`src/rtl/store_ctrl_pkg.sv`:
```
// store_ctrl_pkg
// Shared definitions for the store controller: FSM state encoding, the
// datapath/bank geometry and a one-hot bank decoder.
package store_ctrl_pkg;

  localparam int DATA_W    = 8;
  localparam int NUM_BANKS = 4;
  localparam int ADDR_W    = 2;

  typedef enum logic [1:0] {
    IDLE    = 2'd0,
    PRESS   = 2'd1,
    STROBE  = 2'd2,
    RELEASE = 2'd3
  } state_t;

  // Decode a bank address into a single-bit store strobe vector.
  function automatic logic [NUM_BANKS-1:0] bank_onehot(input logic [ADDR_W-1:0] addr);
    logic [NUM_BANKS-1:0] v;
    v       = '0;
    v[addr] = 1'b1;
    return v;
  endfunction

endpackage

```
`src/rtl/store_ctrl_if.sv`:
```
// store_ctrl_if
// Bundles the button/switch inputs and the bank-facing outputs of the store
// controller.
//   btn_store   : raw push-button (asynchronous, bouncing)
//   sw_data     : byte to store
//   sw_addr     : destination bank
//   data        : registered byte to all banks
//   store       : one-hot store strobe, one bit per bank
//   busy        : controller is handling a press
//   store_count : completed stores, modulo 256
// master = stimulus side (switches/button), slave = the controller.
import store_ctrl_pkg::*;

interface store_ctrl_if;
  logic                 btn_store;
  logic [DATA_W-1:0]    sw_data;
  logic [ADDR_W-1:0]    sw_addr;
  logic [DATA_W-1:0]    data;
  logic [NUM_BANKS-1:0] store;
  logic                 busy;
  logic [7:0]           store_count;

  modport master (
    output btn_store, sw_data, sw_addr,
    input  data, store, busy, store_count
  );

  modport slave (
    input  btn_store, sw_data, sw_addr,
    output data, store, busy, store_count
  );
endinterface

```
`src/rtl/store_ctrl_btn_sync.sv`:
```
// btn_sync
// Two-flop synchronizer bringing the asynchronous push-button into the clk
// domain. Only the second flop is meant to be used by downstream logic.
//   clk   : clock
//   reset : synchronous active-high reset, clears both flops
//   d     : asynchronous input
//   q     : synchronized output (second flop)
module btn_sync (
  input  logic clk,
  input  logic reset,
  input  logic d,
  output logic q
);

  logic meta_q, meta_d;
  logic sync_q, sync_d;

  always_comb begin
    meta_d = d;
    sync_d = meta_q;
  end

  always_ff @(posedge clk) begin
    if (reset) begin
      meta_q <= 1'b0;
      sync_q <= 1'b0;
    end else begin
      meta_q <= meta_d;
      sync_q <= sync_d;
    end
  end

  assign q = sync_q;

endmodule

```
`src/rtl/store_ctrl.sv`:
```
// store_ctrl
// Debounces a store push-button and, once per physical press, captures the
// switch byte/address and pulses a one-hot store strobe to one of the banks.
// A press must be stable for DEBOUNCE_CYCLES synchronized cycles before the
// strobe, and the release must be stable for the same count before the next
// press is accepted.
//   clk   : clock
//   reset : synchronous active-high reset
//   bus   : store_ctrl_if slave (btn_store, sw_data, sw_addr in;
//           data, store, busy, store_count out, all registered)
module store_ctrl
  import store_ctrl_pkg::*;
#(
  parameter int DEBOUNCE_CYCLES = 16
) (
  input  logic         clk,
  input  logic         reset,
  store_ctrl_if.slave  bus
);

  localparam int                CNT_W   = $clog2(DEBOUNCE_CYCLES);
  localparam logic [CNT_W-1:0] CNT_MAX = CNT_W'(DEBOUNCE_CYCLES - 1);

  logic btn_s;

  btn_sync u_btn_sync (
    .clk   (clk),
    .reset (reset),
    .d     (bus.btn_store),
    .q     (btn_s)
  );

  state_t               state_q, state_d;
  logic [CNT_W-1:0]     cnt_q, cnt_d;
  logic [DATA_W-1:0]    data_q, data_d;
  logic [ADDR_W-1:0]    addr_q, addr_d;
  logic [NUM_BANKS-1:0] store_q, store_d;
  logic                 busy_q, busy_d;
  logic [7:0]           count_q, count_d;

  always_comb begin
    state_d = state_q;
    cnt_d   = cnt_q;
    data_d  = data_q;
    addr_d  = addr_q;
    count_d = count_q;

    case (state_q)
      IDLE: begin
        if (btn_s) begin
          state_d = PRESS;
          cnt_d   = '0;
        end
      end

      PRESS: begin
        if (!btn_s) begin
          state_d = IDLE;
          cnt_d   = '0;
        end else if (cnt_q == CNT_MAX) begin
          // Capture happens on the same edge that enters STROBE, so data is
          // already stable when the strobe is seen by the banks.
          state_d = STROBE;
          data_d  = bus.sw_data;
          addr_d  = bus.sw_addr;
        end else begin
          cnt_d = cnt_q + CNT_W'(1);
        end
      end

      STROBE: begin
        state_d = RELEASE;
        cnt_d   = '0;
        count_d = count_q + 8'd1;
      end

      RELEASE: begin
        // Any high sample restarts the release debounce.
        if (btn_s) begin
          cnt_d = '0;
        end else if (cnt_q == CNT_MAX) begin
          state_d = IDLE;
          cnt_d   = '0;
        end else begin
          cnt_d = cnt_q + CNT_W'(1);
        end
      end

      default: begin
        state_d = IDLE;
        cnt_d   = '0;
      end
    endcase

    // Outputs are registered from next-state so they line up with the state
    // register instead of lagging it by a cycle.
    store_d = (state_d == STROBE) ? bank_onehot(addr_d) : '0;
    busy_d  = (state_d != IDLE);
  end

  always_ff @(posedge clk) begin
    if (reset) begin
      state_q <= IDLE;
      cnt_q   <= '0;
      data_q  <= '0;
      addr_q  <= '0;
      store_q <= '0;
      busy_q  <= 1'b0;
      count_q <= '0;
    end else begin
      state_q <= state_d;
      cnt_q   <= cnt_d;
      data_q  <= data_d;
      addr_q  <= addr_d;
      store_q <= store_d;
      busy_q  <= busy_d;
      count_q <= count_d;
    end
  end

  assign bus.data        = data_q;
  assign bus.store       = store_q;
  assign bus.busy        = busy_q;
  assign bus.store_count = count_q;

endmodule

```
`src/flat_wrapper.sv`:
```
// flat-port wrapper written by rule: the top's interface ports become plain ports
module store_ctrl_flat import store_ctrl_pkg::*;
#(
  parameter int DEBOUNCE_CYCLES = 16
)
  (clk, reset, bus_btn_store, bus_sw_data, bus_sw_addr, bus_data, bus_store, bus_busy, bus_store_count);
  store_ctrl_if bus_i ();
  input  logic clk;
  input  logic reset;
  input wire logic [$bits(bus_i.btn_store)-1:0] bus_btn_store;
  input wire logic [$bits(bus_i.sw_data)-1:0] bus_sw_data;
  input wire logic [$bits(bus_i.sw_addr)-1:0] bus_sw_addr;
  output wire logic [$bits(bus_i.data)-1:0] bus_data;
  output wire logic [$bits(bus_i.store)-1:0] bus_store;
  output wire logic [$bits(bus_i.busy)-1:0] bus_busy;
  output wire logic [$bits(bus_i.store_count)-1:0] bus_store_count;
  assign bus_i.btn_store = bus_btn_store;
  assign bus_i.sw_data = bus_sw_data;
  assign bus_i.sw_addr = bus_sw_addr;
  assign bus_data = bus_i.data;
  assign bus_store = bus_i.store;
  assign bus_busy = bus_i.busy;
  assign bus_store_count = bus_i.store_count;
  store_ctrl #(.DEBOUNCE_CYCLES(DEBOUNCE_CYCLES)) u_core (.clk(clk), .reset(reset), .bus(bus_i));
endmodule
```
`config.mk`:
```
export PLATFORM = sky130hd
export DESIGN_NAME = store_ctrl_flat
export DESIGN_NICKNAME = d
export VERILOG_FILES = /design/src/rtl/store_ctrl_pkg.sv /design/src/rtl/store_ctrl_if.sv /design/src/rtl/store_ctrl_btn_sync.sv /design/src/rtl/store_ctrl.sv /design/src/flat_wrapper.sv
export SDC_FILE = /design/constraint.sdc
export NUM_CORES = 1
export LEC_CHECK = 0
export CAP_MARGIN = 10
export CORE_MARGIN = 10
export CORE_UTILIZATION = 41
export CTS_CLUSTER_DIAMETER = 40
export DETAILED_ROUTE_END_ITERATION = 8
export PLACE_DENSITY = 0.84
export SLEW_MARGIN = 20
export SYNTH_ARGS = -nofsm -noshare
export SYNTH_HDL_FRONTEND = slang
export SYNTH_HIERARCHICAL = 1
export SYNTH_SLANG_ARGS = --single-unit
```
`constraint.sdc`:
```
create_clock -name clk -period 1.4 [get_ports clk]
set_input_delay 0.28 -clock clk [delete_from_list [all_inputs] [get_ports clk]]
set_output_delay 0.28 -clock clk [all_outputs]
set_load 0.1 [all_outputs]
```
==> results.py <==
metrics = {
    "placed_design": {
        "gp_congestion": 0.880,
        "dp_hpwl_um": 2320,
        "pre_cts_slack_ns": -0.0711,
        "port_buffers": 33,
    },
    "global_routing": {
        "grt_overflow_total": 0,
        "grtUsageTotal_pct": 11.8,
        "antenna_found_initial": 0,
        "grt_pass1_wl_um": 4980,
        "grt_pass1_vias": 1087,
        "grt_max_degree": 18,
    },
    "drt": {
        "vias": 1047,
        "drt_iter0_markers": 62,
        "antenna_left": 0,
        "via_per_inst": 5.13,
        "drc": 0,
        "wirelength_um": 3100,
        "post_drt_wl_per_cell_um": 15.2,
        "first_pass_iters": 4,
    },
    "sta": {
        "skew_ns": 0.0168,
        "fin_crit_ns": 1.36,
        "finalHoldViolations": 0,
        "final.period_utilization_pct": 97.0,
        "setup_viol": 0,
        "final_max_slew_viol_count": 0,
        "relSlewSlack_pct": 76.0,
        "rsz0062_at_grt": "true",
        "clock.fmax_mhz": 736,
        "tightest_slew_ns": 0.357,
        "worst_slack_ns": 0.0420,
    },
    "clock_tree": {
        "cts-root-buf": "clkbuf_4",
        "cts_htree_levels": 2,
        "cts_tree": "built",
        "clk_latency_ns": 0.32,
        "cts_made_buffers": 5,
        "holdBufCountCts": 0,
        "cts_sinks": 29,
        "clk_pin_slew_ns": 0.09,
        "clockBufferDepth": 2,
    },
    "logic_synthesis": {
        "synth_edf_count": 0,
        "yosys-top-cells-count": "dfxtp_1, nand2_1, a21oi_1, nor2_1, xor2_1",
        "ys_seq_area_share_pct": 49.7,
        "synth_area_um2": 1170,
        "synth_ff_type": "dfxtp_1",
        "synthCells": 130,
        "synth_top_cell_area_share_pct": 49.7,
        "yosysWarnings": 6,
        "ys_ff_latch": 29,
        "syn_nets": 145,
        "yosysMostFrequentCell": "dfxtp_1",
        "synth-xor-area-share_pct": 6.75,
        "synthArstFlopShare_pct": 0,
        "synth_top_family_by_area": "simple AND/OR/NAND/NOR gates",
        "synthTopCellsByArea": "dfxtp_1, nand2_1, a21oi_1, xor2_1, nor2_1",
        "syn_avg_cell_area_um2": 8.98,
        "yosysUniqueCellTypes": 29,
        "netlist.top_cell.by_area": "dfxtp_1",
        "yosys.area_share.simple_pct": 28.2,
        "synthMuxAreaShare_pct": 0.857,
        "synth_compound_area_share_pct": 9.22,
        "synthAdderAreaFrac_pct": 2.14,
    },
    "setup_path": {
        "arrival_ns": 1.59,
        "worstReg2RegStart": "u_core/cnt_q[1]",
        "crit_path_end_kind": "register",
        "slowest_delay_ns": 0.36,
        "critical_path.top_delay_family": "simple AND/OR/NAND/NOR gates",
        "crit_type": "reg -> reg",
        "path_buf_inv": 0,
        "startpoint": "u_core/cnt_q[1]",
        "cp-start-kind": "register",
        "cp_slowest_cell": "dfxtp_4",
        "cp_max_fo": 4,
        "crit_chain": "ha_4 > and4b_1 > nor3b_2 > nand2_1 > o31ai_2",
        "cp.required_ns": 1.63,
    },
    "finish": {
        "layout.nets": 187,
        "drive_gt1_share_pct": 32.9,
        "final_util_pct": 69.4,
        "diodes": 0,
        "syn2layout_area_growth_pct": 62.5,
        "nFillCells": 207,
    },
    "worst_hold_path": {
        "hold_class": "reg -> reg",
        "hp-start": "u_core/u_btn_sync/meta_q",
    },
    "floorplan": {
        "io_pins": 34,
        "dieWidth_um": 73.4,
        "coreArea_um2": 2730,
        "initial_core_util_pct": 42.7,
        "row_count": 19,
        "die_y_um": 73.4,
        "die-area_um2": 5380,
    },
    "power": {
        "leakage_uw": 0.000703,
        "p_total_uw": 1480,
        "ir_drop_uv": 700,
        "p_per_area_nw_per_um2": 781,
    },
    "status": {
        "outcome": "finished, final reports clean",
    },
    "run": {
        "maxCapViolCount": 0,
    },
}
==> path summary, 6_finish.rpt <==
path / slack, ns / cells past startpoint / endpoint
min: 0.45 / 1 / u_core/u_btn_sync/q
max: 0.04 / 5 / u_core/cnt_q[0]
min reg2reg: 0.45 / 1 / u_core/u_btn_sync/q
max reg2reg: 0.04 / 5 / u_core/cnt_q[0]
==> layer usage <==
| metal | up-vias | track usage [%] | wire (µm) |
|---|---|---|---|
| li1 | 529 | - | - |
| met1 | 482 | 10.9 | 1180 |
| met2 | 36 | 20.2 | 1570 |
| met3 | 0 | 8.75 | 351 |
| met4 | 0 | 3.31 | 0 |
| met5 | - | 0 | 0 |
==> through the flow <==
| step | cells | setup TNS [ns] | hold slack (ns) | instance area [µm²] |
|---|---|---|---|---|
| floorplan | 130 | -0.110 | 0.351 | 1170 |
| global placement | 193 | 0 | 0.425 | 1760 |
| detailed placement | 193 | -0.0991 | 0.434 | 1760 |
| CTS | 201 | 0 | 0.456 | 1850 |
| global route | 204 | -0.128 | 0.475 | 1900 |
| finish | 204 | 0 | 0.446 | 1900 |
==> state kept, by name (all words and copies together), names as in the netlist <==
signal                    flops
u_core/bus.data               8
u_core/bus.store_count        8
u_core/bus.store              4
u_core/cnt_q                  4
u_core/state_q                2
u_core/bus.busy               1
u_core/u_btn_sync/meta_q      1
u_core/u_btn_sync/q           1
==> logic make-up after synthesis <==
kind of cell,Yosys count
xor+xnor,9
flops,29
simple gates,63
compound gates,19
fa+ha+maj,2
buf+inv,7
mux,1
==> power breakdown <==
part | switching (µW) | internal (µW)
clock | 277 | 291
sequential | 5.02 | 826
combinational | 36.6 | 45.4
total | 318 | 1160
==> cell usage in the layout, fill, tap and decap left out, types with 4 or more instances in the layout <==
cell type        Yosys  layout
a21oi_1             14      13
nand4_1              4       4
xor2_1               6       6
nand2_1             26      26
nor2_1              12      12
dfxtp_1             29      19
clkbuf_4             0       5
nand3_1              4       4
buf_4                2       9
dfxtp_2              0       9
clkdlybuf4s50_1      0      12
buf_12               0      21
==> what timing repair did <==
item	4_1_cts	5_1_grt
buffers inserted	0	3
resized for setup	4	8
pin swaps	0	7
endpoints found under the setup margin	4	15
hold endpoints to repair	0	0
==> cell type report <==
cell class / count / area (µm²) / share of cell area (%)
Clock inverter: 1 / 5.00 / 0.264
Clock buffer: 7 / 65.1 / 3.43
Multi-Input combinational cell: 94 / 584 / 30.8
Timing Repair Buffer: 42 / 608 / 32.1
Sequential cell: 29 / 596 / 31.4
Tap cell: 31 / 38.8 / 2.04
Note: power is estimated with default switching activity, not from simulation.
